<file path="src/rtl/mem_pkg.sv">
// Shared widths and types for the two-port-RAM FIFO controller.
// Latency: n/a (types and constants only).
// Backpressure: n/a.
package mem_pkg;
    localparam int AW    = 9;
    localparam int DW    = 20;
    localparam int DEPTH = 2 ** AW;

    typedef logic [AW-1:0] addr_t;
    typedef logic [DW-1:0] data_t;
    typedef logic [AW:0]   cnt_t;
endpackage

</file>
<file path="src/rtl/mem_twoport_fifo_ctrl_if.sv">
// Stream and RAM-port bundle for the FIFO controller; slave is the controller's view.
// Latency: n/a (wires only).
// Backpressure: in_ready/out_ready carry valid-ready flow control in each direction.
interface mem_twoport_fifo_ctrl_if;
    import mem_pkg::*;

    logic  in_valid;
    logic  in_ready;
    data_t in_data;
    logic  out_valid;
    logic  out_ready;
    data_t out_data;
    addr_t mem_ra;
    addr_t mem_wa;
    logic  mem_write;
    data_t mem_d;
    data_t mem_q;
    cnt_t  count;

    modport slave (
        input  in_valid, in_data, out_ready, mem_q,
        output in_ready, out_valid, out_data, mem_ra, mem_wa, mem_write, mem_d, count
    );

    modport master (
        output in_valid, in_data, out_ready, mem_q,
        input  in_ready, out_valid, out_data, mem_ra, mem_wa, mem_write, mem_d, count
    );
endinterface

</file>
<file path="src/rtl/mem_twoport_fifo_ctrl_fifo_out_buf.sv">
// Two-entry output buffer that catches RAM read data; entry 0 is always the head.
// Latency: pushed word is visible on dout the cycle after the push edge.
// Backpressure: none internally; the caller must never push into a full buffer without popping.
module fifo_out_buf
    import mem_pkg::*;
(
    input  logic       clk,
    input  logic       reset,
    input  logic       push,
    input  data_t      din,
    input  logic       pop,
    output data_t      dout,
    output logic [1:0] cnt
);
    data_t      e0_q, e0_d;
    data_t      e1_q, e1_d;
    logic [1:0] cnt_q, cnt_d;

    // Next-state: shift on pop, fill the first free slot on push.
    always_comb begin
        e0_d  = e0_q;
        e1_d  = e1_q;
        cnt_d = cnt_q;
        case ({push, pop})
            2'b10: begin
                if (cnt_q == 2'd0) e0_d = din;
                else               e1_d = din;
                cnt_d = cnt_q + 2'd1;
            end
            2'b01: begin
                e0_d  = e1_q;
                cnt_d = cnt_q - 2'd1;
            end
            2'b11: begin
                if (cnt_q == 2'd1) begin
                    e0_d = din;
                end else begin
                    e0_d = e1_q;
                    e1_d = din;
                end
            end
            default: ;
        endcase
    end

    // State registers, cleared by the asynchronous reset.
    always_ff @(posedge clk or posedge reset) begin
        if (reset) begin
            e0_q  <= '0;
            e1_q  <= '0;
            cnt_q <= 2'd0;
        end else begin
            e0_q  <= e0_d;
            e1_q  <= e1_d;
            cnt_q <= cnt_d;
        end
    end

    assign dout = e0_q;
    assign cnt  = cnt_q;
endmodule

</file>
<file path="src/rtl/mem_twoport_fifo_ctrl.sv">
// FIFO controller around an external 512x20 two-port RAM, one RAM op (write or read) per cycle.
// Latency: word accepted at edge E0 appears on out_valid after edge E2.
// Backpressure: in_ready drops when the RAM is full or a read wins arbitration; output stalls are absorbed by a 2-entry buffer.
module mem_twoport_fifo_ctrl
    import mem_pkg::*;
(
    input  logic                   clk,
    input  logic                   reset,
    mem_twoport_fifo_ctrl_if.slave bus
);
    addr_t      wr_ptr_q, wr_ptr_d;
    addr_t      rd_ptr_q, rd_ptr_d;
    cnt_t       mem_cnt_q, mem_cnt_d;
    cnt_t       count_q, count_d;
    logic       pend_q, pend_d;
    logic       rd_turn_q, rd_turn_d;

    logic [1:0] ob_cnt;
    data_t      ob_dout;
    logic [2:0] ob_room;
    logic       pop;
    logic       fetch_needed;
    logic       rd_issue;
    logic       in_ready_c;
    logic       wr_accept;

    // Arbitration: a read is needed only if its data will still fit in the buffer
    // after this cycle's pop and any read already in flight; reads and writes take turns.
    always_comb begin
        pop          = (ob_cnt != 2'd0) && bus.out_ready;
        ob_room      = {1'b0, ob_cnt} - {2'b00, pop} + {2'b00, pend_q};
        fetch_needed = (mem_cnt_q != '0) && (ob_room < 3'd2);
        rd_issue     = fetch_needed && (rd_turn_q || !bus.in_valid);
        in_ready_c   = !reset && (mem_cnt_q != cnt_t'(DEPTH)) && !rd_issue;
        wr_accept    = bus.in_valid && in_ready_c;
    end

    // Pointer, occupancy and turn-flag updates; accept and read issue are mutually exclusive.
    always_comb begin
        wr_ptr_d  = wr_ptr_q;
        rd_ptr_d  = rd_ptr_q;
        mem_cnt_d = mem_cnt_q;
        rd_turn_d = rd_turn_q;
        pend_d    = rd_issue;
        count_d   = count_q + cnt_t'(wr_accept) - cnt_t'(pop);
        if (wr_accept) begin
            wr_ptr_d  = wr_ptr_q + addr_t'(1);
            mem_cnt_d = mem_cnt_q + cnt_t'(1);
            rd_turn_d = 1'b1;
        end else if (rd_issue) begin
            rd_ptr_d  = rd_ptr_q + addr_t'(1);
            mem_cnt_d = mem_cnt_q - cnt_t'(1);
            rd_turn_d = 1'b0;
        end
    end

    // State registers; reset discards everything except the RAM contents.
    always_ff @(posedge clk or posedge reset) begin
        if (reset) begin
            wr_ptr_q  <= '0;
            rd_ptr_q  <= '0;
            mem_cnt_q <= '0;
            count_q   <= '0;
            pend_q    <= 1'b0;
            rd_turn_q <= 1'b0;
        end else begin
            wr_ptr_q  <= wr_ptr_d;
            rd_ptr_q  <= rd_ptr_d;
            mem_cnt_q <= mem_cnt_d;
            count_q   <= count_d;
            pend_q    <= pend_d;
            rd_turn_q <= rd_turn_d;
        end
    end

    // RAM read data from last cycle's read lands in the output buffer at this edge.
    fifo_out_buf u_out_buf (
        .clk   (clk),
        .reset (reset),
        .push  (pend_q),
        .din   (bus.mem_q),
        .pop   (pop),
        .dout  (ob_dout),
        .cnt   (ob_cnt)
    );

    assign bus.in_ready  = in_ready_c;
    assign bus.mem_write = wr_accept;
    assign bus.mem_wa    = wr_ptr_q;
    assign bus.mem_ra    = rd_ptr_q;
    assign bus.mem_d     = bus.in_data;
    assign bus.out_valid = (ob_cnt != 2'd0);
    assign bus.out_data  = ob_dout;
    assign bus.count     = count_q;
endmodule

</file>
<file path="src/flat_wrapper.sv">
// flat-port wrapper written by rule: the top's interface ports become plain ports
module mem_twoport_fifo_ctrl_flat import mem_pkg::*;
  (clk, reset, bus_in_valid, bus_in_data, bus_out_ready, bus_mem_q, bus_in_ready, bus_out_valid, bus_out_data, bus_mem_ra, bus_mem_wa, bus_mem_write, bus_mem_d, bus_count);
  mem_twoport_fifo_ctrl_if bus_i ();
  input  logic clk;
  input  logic reset;
  input wire logic [$bits(bus_i.in_valid)-1:0] bus_in_valid;
  input wire logic [$bits(bus_i.in_data)-1:0] bus_in_data;
  input wire logic [$bits(bus_i.out_ready)-1:0] bus_out_ready;
  input wire logic [$bits(bus_i.mem_q)-1:0] bus_mem_q;
  output wire logic [$bits(bus_i.in_ready)-1:0] bus_in_ready;
  output wire logic [$bits(bus_i.out_valid)-1:0] bus_out_valid;
  output wire logic [$bits(bus_i.out_data)-1:0] bus_out_data;
  output wire logic [$bits(bus_i.mem_ra)-1:0] bus_mem_ra;
  output wire logic [$bits(bus_i.mem_wa)-1:0] bus_mem_wa;
  output wire logic [$bits(bus_i.mem_write)-1:0] bus_mem_write;
  output wire logic [$bits(bus_i.mem_d)-1:0] bus_mem_d;
  output wire logic [$bits(bus_i.count)-1:0] bus_count;
  assign bus_i.in_valid = bus_in_valid;
  assign bus_i.in_data = bus_in_data;
  assign bus_i.out_ready = bus_out_ready;
  assign bus_i.mem_q = bus_mem_q;
  assign bus_in_ready = bus_i.in_ready;
  assign bus_out_valid = bus_i.out_valid;
  assign bus_out_data = bus_i.out_data;
  assign bus_mem_ra = bus_i.mem_ra;
  assign bus_mem_wa = bus_i.mem_wa;
  assign bus_mem_write = bus_i.mem_write;
  assign bus_mem_d = bus_i.mem_d;
  assign bus_count = bus_i.count;
  mem_twoport_fifo_ctrl u_core (.clk(clk), .reset(reset), .bus(bus_i));
endmodule
</file>
<file path="config.mk">
export PLATFORM = sky130hd
export DESIGN_NAME = mem_twoport_fifo_ctrl_flat
export DESIGN_NICKNAME = d
export VERILOG_FILES = /design/src/rtl/mem_pkg.sv /design/src/rtl/mem_twoport_fifo_ctrl_if.sv /design/src/rtl/mem_twoport_fifo_ctrl_fifo_out_buf.sv /design/src/rtl/mem_twoport_fifo_ctrl.sv /design/src/flat_wrapper.sv
export SDC_FILE = /design/constraint.sdc
export NUM_CORES = 1
export LEC_CHECK = 0
export BUFFER_PORTS_ARGS = -buffer_cell sky130_fd_sc_hd__buf_2
export CORE_UTILIZATION = 40
export CTS_CLUSTER_DIAMETER = 50
export DETAILED_ROUTE_END_ITERATION = 6
export PLACE_DENSITY_LB_ADDON = 0.2
export SLEW_MARGIN = 30
export SYNTH_ARGS = -nofsm -noshare
export SYNTH_HDL_FRONTEND = slang
export SYNTH_HIERARCHICAL = 1
export SYNTH_SLANG_ARGS = --single-unit
export TNS_END_PERCENT = 5
</file>
<file path="constraint.sdc">
create_clock -name clk -period 4.4 [get_ports clk]
set_input_delay 0.22 -clock clk [delete_from_list [all_inputs] [get_ports clk]]
set_output_delay 0.22 -clock clk [all_outputs]
set_load 0.1 [all_outputs]
</file>
# Yosys cells after proc, flatten, opt, wreduce, memory -nomap -nowiden
# Index checks and enable logic that the tools add are counted.
[classes] addsub=10 magnitude_cmp=1 eq_ne=8 n_mux=11 bitwise=1 n_reduce_logical=20
[ops] op="20-bit 2-to-1 mux" count=4
[ops] op="20-bit one-hot mux with 3 select lines" count=1
[ops] op="20-bit one-hot mux with 2 select lines" count=1
[ops] op="10-bit 2-to-1 mux" count=2
[ops] op="9-bit by 1-bit adder with 9-bit output, second input constant" count=2
[ops] op="10-bit by 1-bit adder with 10-bit output" count=1
[ops] op="10-bit by 1-bit adder with 10-bit output, second input constant" count=1
[ops] op="10-bit != test, second input constant" count=1
[ops] op="10-bit nonzero test" count=1
[ops] op="10-bit by 1-bit subtractor with 10-bit output" count=1
[ops] op="10-bit by 1-bit subtractor with 10-bit output, second input constant" count=1
[ops] op="2-bit nonzero test" count=4
[ops] op="1-bit logical AND" count=6
[ops] op="2-bit != test, second input constant" count=3
[ops] op="2-bit by 1-bit equality test with 1-bit output, second input constant" count=2
[ops] op="2-bit equality test, second input constant" count=2
[ops] op="2-bit one-hot mux with 2 select lines" count=1
[ops] op="2-bit AND reduction" count=2
[ops] op="3-bit by 1-bit adder with 3-bit output" count=1
[ops] op="1-bit zero test" count=3
[ops] op="3-bit by 2-bit less-than comparator with 1-bit output, second input constant" count=1
[ops] op="3-bit AND reduction" count=1
[ops] op="3-bit nonzero test" count=1
[ops] op="2-bit by 1-bit subtractor with 3-bit output" count=1
[ops] op="6 further kinds" count=7
[totals] ff_bits=82 in_bits=44 out_inout_bits=71 wordCells=60

# Logic depth before layout (Yosys ltp)
# Gate-level depths: netlist (run 1).
[logic_depth] word_depth=12 mapped_depth=15 mapped_depth_nobuf=15

# Modules after synthesis
# The synthesis (run 1) kept the hierarchy.
[by_module_without_submodules] mod="mem_twoport_fifo_ctrl" n_inst=1 cells_each=238 area_per_inst_um2=2481.1 seq_area_each_um2=1001.0
[by_module_without_submodules] mod="fifo_out_buf" n_inst=1 cells_each=181 area_per_inst_um2=2031.9 seq_area_each_um2=1051.0

# Worst setup path before layout (run 1)
# No wires, ideal clock.
[synth_timing] path_type="register to register" startpoint="register u_core.u_out_buf.cnt_q[1], in the netlist u_core/u_out_buf/cnt[1]" endpoint="register u_core.count_q[8], in the netlist u_core/bus.count[8]" setup_time_ps=80 arrival_ps=3826 t_required_ps=4320 path_slack_ps=494 path_stages_with_launch=16 n_path_buf=0 period_less_slack_ps=3906 cell_sequence="dfrtp_1 -> nand2_1 -> nor2_1 -> o21ai_0 -> fa_1 -> xnor2_1 -> a311o_1 -> mux2_4 -> clkinv_2 -> ha_1 -> fa_1 -> a21o_1 -> a21oi_1 -> o21ai_0 -> o41ai_1 -> xnor2_1"
[synth_via] elab_chain_len=12
[synth_rtl] element="start, declared" line_no="mem_twoport_fifo_ctrl_fifo_out_buf.sv:17" rtl="logic [1:0] cnt_q, cnt_d;"
[synth_rtl] element="start signal, assigned" line_no="mem_twoport_fifo_ctrl_fifo_out_buf.sv:55" rtl="cnt_q <= cnt_d;"
[synth_rtl] element="2-bit nonzero test" line_no="mem_twoport_fifo_ctrl.sv:30" rtl="pop = (ob_cnt != 2'd0) && bus.out_ready;"
[synth_rtl] element="1-bit logical AND" line_no="mem_twoport_fifo_ctrl.sv:30"
[synth_rtl] element="2-bit by 1-bit subtractor with 3-bit output (*)" line_no="mem_twoport_fifo_ctrl.sv:31" rtl="ob_room = {1'b0, ob_cnt} - {2'b00, pop} + {2'b00, pend_q};"
[synth_rtl] element="3-bit by 1-bit adder with 3-bit output (*)" line_no="mem_twoport_fifo_ctrl.sv:31"
[synth_rtl] element="3-bit by 2-bit less-than comparator with 1-bit output (*)" line_no="mem_twoport_fifo_ctrl.sv:32" rtl="fetch_needed = (mem_cnt_q != '0) && (ob_room < 3'd2);"
[synth_rtl] element="1-bit logical AND (*)" line_no="mem_twoport_fifo_ctrl.sv:32"
[synth_rtl] element="1-bit logical AND (*)" line_no="mem_twoport_fifo_ctrl.sv:33" rtl="rd_issue = fetch_needed && (rd_turn_q || !bus.in_valid);"
[synth_rtl] element="1-bit zero test (*)" line_no="mem_twoport_fifo_ctrl.sv:34" rtl="in_ready_c = !reset && (mem_cnt_q != cnt_t'(DEPTH)) && !rd_issue;"
[synth_rtl] element="1-bit logical AND (*)" line_no="mem_twoport_fifo_ctrl.sv:34"
[synth_rtl] element="1-bit logical AND (*)" line_no="mem_twoport_fifo_ctrl.sv:35" rtl="wr_accept = bus.in_valid && in_ready_c;"
[synth_rtl] element="named net bus_mem_write" line_no="flat_wrapper.sv:16" rtl="output wire logic [$bits(bus_i.mem_write)-1:0] bus_mem_write;"
[synth_rtl] element="10-bit by 1-bit adder with 10-bit output (*)" line_no="mem_twoport_fifo_ctrl.sv:45" rtl="count_d = count_q + cnt_t'(wr_accept) - cnt_t'(pop);"
[synth_rtl] element="10-bit by 1-bit subtractor with 10-bit output (*)" line_no="mem_twoport_fifo_ctrl.sv:45"
[synth_rtl] element="named net u_core.count_d[8]" line_no="mem_twoport_fifo_ctrl.sv:14" rtl="cnt_t count_q, count_d;"
[synth_rtl] element="end signal, assigned" line_no="mem_twoport_fifo_ctrl.sv:70" rtl="count_q <= count_d;"
[synth_rtl] element="end, declared" line_no="mem_twoport_fifo_ctrl.sv:14"
# The timed path passes the listed nets; every way through them passes the cells marked *.
# A chain may end at the register's enable or synchronous reset.

# Worst setup path in the final report (run 1)
[layout_timing] startpoint="register u_core.u_out_buf.cnt_q[1], in the netlist u_core/u_out_buf/cnt[1]" endpoint="register u_core.count_q[8], in the netlist u_core/bus.count[8]"
[layout_via] elab_chain_len=12
[layout_rtl] element="2-bit nonzero test" line_no="mem_twoport_fifo_ctrl.sv:30"
[layout_rtl] element="1-bit logical AND" line_no="mem_twoport_fifo_ctrl.sv:30"
[layout_rtl] element="2-bit by 1-bit subtractor with 3-bit output" line_no="mem_twoport_fifo_ctrl.sv:31"
[layout_rtl] element="3-bit by 1-bit adder with 3-bit output" line_no="mem_twoport_fifo_ctrl.sv:31"
[layout_rtl] element="3-bit by 2-bit less-than comparator with 1-bit output" line_no="mem_twoport_fifo_ctrl.sv:32"
[layout_rtl] element="1-bit logical AND" line_no="mem_twoport_fifo_ctrl.sv:32"
[layout_rtl] element="1-bit logical AND" line_no="mem_twoport_fifo_ctrl.sv:33"
[layout_rtl] element="1-bit zero test" line_no="mem_twoport_fifo_ctrl.sv:34"
[layout_rtl] element="1-bit logical AND" line_no="mem_twoport_fifo_ctrl.sv:34"
[layout_rtl] element="1-bit logical AND" line_no="mem_twoport_fifo_ctrl.sv:35"
[layout_rtl] element="10-bit by 1-bit adder with 10-bit output" line_no="mem_twoport_fifo_ctrl.sv:45"
[layout_rtl] element="10-bit by 1-bit subtractor with 10-bit output (*)" line_no="mem_twoport_fifo_ctrl.sv:45"
[layout_rtl] element="named net u_core.count_d[8]" line_no="mem_twoport_fifo_ctrl.sv:14"
# Marked as above.

==> flow_summary.toml, run 1 <==
[status]
run_status = "finished, final reports clean"

[logic_synthesis]
synth_commonest_cells = "82 x dfrtp_1, 32 x a21oi_1, 28 x xnor2_1"
syn_area_um2 = 4513
yosys.cell_count.top_type = "dfrtp_1"
synth_edf_count = 0
synth_top_cells_by_area = "dfrtp_1 45%, mux2_4 7.0%, ha_1 6.9%"
synth_largest_area_cell = "dfrtp_1"
yosys_warnings = 6
ys_seq_elements = 82
synthFlopType = "dfrtp_1"
synth_top_area_frac = 0.4547
ys_seq_area_frac = 0.4547
syn_avg_cell_area_um2 = 10.77
synthArstFlopShare = 1.000
ys_types = 49
netlist_instances = 419
synth_nets = 491

[clock_network]
cts_buffer_depth = 2
clock_latency_ns = 0.34
clkSlewWorstSetupHoldPaths_ns = 0.06
cts_buffers = 9
cts_tree = "built"
cts_root_buf = "clkbuf_16"
cts.sinks = 82
post_cts_buffers = 0
h-tree-depth = 3
cts_resized = 0
cts-hold-fix-buffers = 0

[setup_path]
reg2reg_depth = 15
reg2reg_to = "u_core/bus.count[8]$_DFF_PP0_"
reg2reg_slack_ns = 0.43
endpoint = "u_core/bus.count[8]$_DFF_PP0_"
critPathRequiredTime_ns = 4.67
critPathLaunch = "u_core/u_out_buf/cnt[1]$_DFFE_PP0P_"
worst_setup_path_start_kind = "flop"
setup.worst_path.class = "flop to flop"
timing.rr.start = "u_core/u_out_buf/cnt[1]$_DFFE_PP0P_"
critPathMaxFanout = 12
cp-end-kind = "flop"
critPathArrivalTime_ns = 4.24

[floorplanning]
die_h_um = 108.2
die-area_um2 = 11710
rows = 38
initial_core_util = 0.4127
coreArea_um2 = 10940
pin_count = 115
dieWidth_um = 108.2

[final_layout]
drive_gt1_frac = 0.2806
n_antenna_cell = 0
final_nets = 542
fill_cells = 1051
multi_input_area_um2 = 2138
synthToLayoutAreaGrowth_pct = 14.39
seq_area_um2 = 2052

[timing]
slew_headroom = 0.3828
grt_setup_unrepaired = "no"
setup_viol = 0
min_period_ns = 3.972
slew_viol_final = 0
clock_skew_ns = 0.004841
hold_violations = 0
finalCritPeriodShare = 0.9026
tightest_slew_ns = 0.9257
layout_setup_ws_ns = 0.4285
fmax_mhz = 251.8
fin_tns_setup_ns = 0

[global_routing]
grt_max_degree = 43
grt.total_usage = 0.1743
overflow = 0
antenna_found_initial = 0
grt_pass1_wl_mm = 15.59
grt_pass1_vias = 3197

[detailed_routing]
vias = 3222
wl_per_cell_um = 15.49
viasPerCell = 5.248
ant_nets = 0
drt-initial-drc-count = 211
drc = 0
wl_mm = 9.508
drtPass1Iterations = 4

[place]
place_ws_ns = 0.4432
gp_congestion = 0.8428
io_buffers = 74
hpwlAfterDp_mm = 6.281

[run]
max-cap-violations = 0

[hold_path]
hold_class = "input port to asynchronous set/reset pin"
==> layout by cell type, fill, tap and decap left out, drive strengths merged, types with 8 or more instances in the layout <==
master / count
ha: 25
clkbuf: 13
nand3: 26
a31oi: 21
xnor2: 28
nand2: 21
mux2: 30
o21ai: 26
xor2: 8
inv: 23
dfrtp: 82
nor2: 14
a21oi: 32
buf: 76
==> state kept, by name, indices dropped and copies added (netlist names) <==
register               flops
u_core/bus.count          10
u_core/bus.mem_ra          9
u_core/bus.mem_wa          9
u_core/mem_cnt_q          10
u_core/pend_q              1
u_core/rd_turn_q           1
u_core/u_out_buf/cnt       2
u_core/u_out_buf/dout     20
u_core/u_out_buf/e1_q     20
==> final cells by class <==
type / instances / share of cell area
multi-input combinational: 277 / 0.4142
tap: 140 / 0.03393
timing repair buffer: 76 / 0.07465
sequential: 82 / 0.3975
clock buffer: 13 / 0.05041
inverter: 24 / 0.01769
clock inverter: 2 / 0.01163
==> routing by layer <==
metal  part of all wire  GRT usage  up-vias
met5                  0          0        -
met4              0.017    0.09002        0
met3              0.048    0.03978       14
met2               0.47     0.2707       77
met1               0.47     0.2269     1581
li1                   -          -     1550
==> stage by stage <==
step / hold slack [ns] / instance area [um2] / cells / util
2_1_floorplan: 0.3680 / 4513 / 419 / -
3_3_place_gp: 0.4407 / 4842 / 599 / 0.4428
3_5_place_dp: 0.4407 / 4842 / 599 / 0.4428
4_1_cts: 0.07949 / 5162 / 614 / 0.4721
5_1_grt: 0.1147 / 5162 / 614 / 0.4721
6_report: 0.06398 / 5162 / 614 / 0.4721
==> critical path: stages, from the launching register on <==
cell and delay (ns):
dfrtp_1 0.46, nand2_1 0.08, nor2_1 0.16, o21ai_0 0.13, fa_1 0.39, xnor2_1 0.20, a311o_1 0.21, mux2_4 0.26
clkinv_2 0.17, ha_1 0.27, fa_1 0.41, a21o_1 0.18, a21oi_1 0.23, o21ai_0 0.17, o41ai_1 0.40, xnor2_1 0.16
==> worst min-delay path by stage <==
stage	from	endpoint	slack, ns	cells past startpoint
global placement	bus_in_data[12]	bus_mem_d[12]	0.44	0
floorplan	bus_mem_q[0]	u_core/u_out_buf/e1_q[0]$_DFFE_PP0P_	0.37	1
global route	bus_mem_q[16]	u_core/u_out_buf/e1_q[16]$_DFFE_PP0P_	0.11	2
CTS	reset	u_core/mem_cnt_q[2]$_DFFE_PP0P_	0.08	3
detailed placement	bus_in_data[12]	bus_mem_d[12]	0.44	0
finish	reset	u_core/mem_cnt_q[9]$_DFFE_PP0P_	0.06	3
==> cell families after synthesis <==
logic type / count (synthesis) / synth area share
compound gates: 94 / 0.1214
xor+xnor: 36 / 0.06987
fa+ha+maj: 28 / 0.08262
buf+inv: 60 / 0.07152
flops: 82 / 0.4547
mux: 32 / 0.09676
simple gates: 87 / 0.1031
Power of run 1 is not shown: default switching activity piles up to over one toggle a cycle in this logic, so the estimate is an artifact.
==> run 2: changes to the inputs <==
Settings changed: SYNTH_HIERARCHICAL 1 to unset.
==> run 2 against run 1 <==
Via count shrank 11%. Register-to-register slack lost 0.06 ns. Largest cell class is now flip-flops and latches. Sequential share of layout area grew 2.8 points. Hold slack lost 0.051 ns.
==> flow_summary.toml, run 2 <==
[timing]
setup_viol = 0
finalCritPeriodShare = 0.9157
tightest_slew_ns = 0.8344
grt_setup_unrepaired = "no"
slew_viol_final = 0
slew_headroom = 0.4431
whs_ns = 0.01283
fmax_mhz = 248.2
clock_skew_ns = 0.009142
layout_setup_ws_ns = 0.3708
hold_violations = 0
min_period_ns = 4.029

[setup_path]
cp-end-kind = "flop"
critPathRequiredTime_ns = 4.68
worst_setup_path_start_kind = "flop"
slowest_delay_ns = 0.45
slowest_stage = "dfrtp_1"
critPathArrivalTime_ns = 4.31
crit_chain = "inv_2, ha_4, clkinvlp_4, nand2_4, ha_4, nand2b_1, fa_2, xnor2_1, a31oi_1, mux2i_4, ha_1, inv_1, ha_1, inv_1, fa_2, nor2b_1, o21ai_0, nand2b_1, a21oi_1, o21ai_1, xor2_1"
critPathMaxFanout = 7
setup.worst_path.class = "flop to flop"

[status]
run_status = "finished, final reports clean"

[place]
place_ws_ns = 0.3315
placed_cells = 579
hpwlAfterDp_mm = 5.769
placed_cell_area_um2 = 4641
io_buffers = 74
gp_congestion = 0.7936

[logic_synthesis]
synthFlopType = "dfrtp_1"
synth_largest_area_cell = "dfrtp_1"
ys_types = 43
synth_top_area_frac = 0.4882
synth_commonest_cells = "82 x dfrtp_1, 62 x nand2_1, 23 x ha_1"
synth_edf_count = 0
ys_seq_elements = 82
yosys_warnings = 0
yosys.cell_count.top_type = "dfrtp_1"
synth_top_cells_by_area = "dfrtp_1 49%, ha_1 6.8%, mux2_2 5.9%"
synth_nets = 463
ys_seq_area_frac = 0.4882
netlist_instances = 393
syn_avg_cell_area_um2 = 10.69
synthArstFlopShare = 1.000
syn_area_um2 = 4203

[clock_network]
cts_buffer_depth = 2
cts_tree = "built"
h-tree-depth = 3
clock_latency_ns = 0.35
clkSlewWorstSetupHoldPaths_ns = 0.09
post_cts_buffers = 0
cts_buffers = 9
cts-hold-fix-buffers = 0
cts.sinks = 82
cts_root_buf = "clkbuf_8"
cts_resized = 0

[detailed_routing]
drtPass1Iterations = 4
drc = 0
wl_mm = 8.068
drt-initial-drc-count = 136
wl_per_cell_um = 13.56
vias = 2871
wl_met1_mm = 3.882
viasPerCell = 4.825
routed.top_layer = "met4"
ant_nets = 0
wl_met2_mm = 3.718
met3WireLength_um = 357

[final_layout]
final_common_cell = "dfrtp_1"
final_nets = 524
synthToLayoutAreaGrowth_pct = 14.68
drive_gt1_frac = 0.2963
layout_common_cells = "82 x dfrtp_1, 74 x buf_2, 61 x nand2_1, 22 x xnor2_1, 22 x mux2_2"
finalNonFillerCells = 595
fin_area_um2 = 4820
n_antenna_cell = 0

[global_routing]
antenna_found_initial = 0
grt_pass1_wl_mm = 13.69
grt.total_usage = 0.1572
overflow = 0
grt_max_degree = 50
grt_pass1_vias = 2811

[floorplanning]
die-area_um2 = 10920
pin_count = 115
initial_core_util = 0.4089
rows = 37
dieWidth_um = 104.5
die_h_um = 104.5
coreArea_um2 = 10280

[hold_path]
hold_class = "input port to asynchronous set/reset pin"

[run]
max-cap-violations = 0
[run 2: cells by family after synthesis]
group                      count (synthesis)  synth area share
AOI/OAI and AO/OA                         61           0.09468
xor gates and xnor gates                  36           0.07502
muxes                                     28           0.07621
adders and majority gates                 26           0.08276
and+or+nand+nor                          109            0.1170
DFF                                       82            0.4882
buffers and inverters                     51           0.06609
[run 2: path summary, 6_finish.rpt]
path	slack [ns]	endpoint	startpoint	cells past startpoint
setup / recovery	0.37	u_core.bus.count[8]$_DFF_PP0_	u_core.u_out_buf.cnt[1]$_DFFE_PP0N_	21
hold / removal	0.01	u_core.bus.mem_ra[6]$_DFFE_PP0P_	reset	2
setup reg to reg	0.37	u_core.bus.count[8]$_DFF_PP0_	u_core.u_out_buf.cnt[1]$_DFFE_PP0N_	21
hold reg to reg	0.47	u_core.bus.mem_ra[8]$_DFFE_PP0P_	u_core.bus.mem_ra[8]$_DFFE_PP0P_	1
max in group asynchronous	3.43	u_core.bus.mem_wa[6]$_DFFE_PP0P_	reset	3
min in group clk	0.07	u_core.u_out_buf.dout[4]$_DFFE_PP0P_	bus_mem_q[4]	3
[run 2: cell type report]
| type | instances | area (um2) |
|---|---|---|
| tap | 136 | 170.2 |
| inverter | 23 | 93.84 |
| clock buffer | 10 | 127.6 |
| fill | 1024 | 5458 |
| multi-input combinational | 260 | 1924 |
| timing repair buffer | 78 | 400.4 |
| sequential | 82 | 2052 |
| clock inverter | 6 | 51.30 |
[run 2: layer usage]
layer,up-vias,GRT usage
li1,1427,-
met1,1378,0.2136
met2,53,0.2394
met3,13,0.04574
met4,0,0.05306
met5,-,0
[run 2: per-stage QoR]
stage / util / setup TNS [ns]
6_report: 0.4690 / 0
5_1_grt: 0.4690 / 0
4_1_cts: 0.4690 / 0
3_5_place_dp: 0.4515 / 0
3_3_place_gp: 0.4508 / 0
2_1_floorplan: - / -0.01549
[run 2: worst max-delay path: cells and delay by family (launching register included)]
kind	cells	cell delay [ns]
fa+ha+maj	6	1.51
simple gates	4	0.52
compound gates	4	0.49
buf+inv	4	0.33
xor+xnor	2	0.35
mux	1	0.30
flops	1	0.45
Power of run 2 is left out for the same reason.
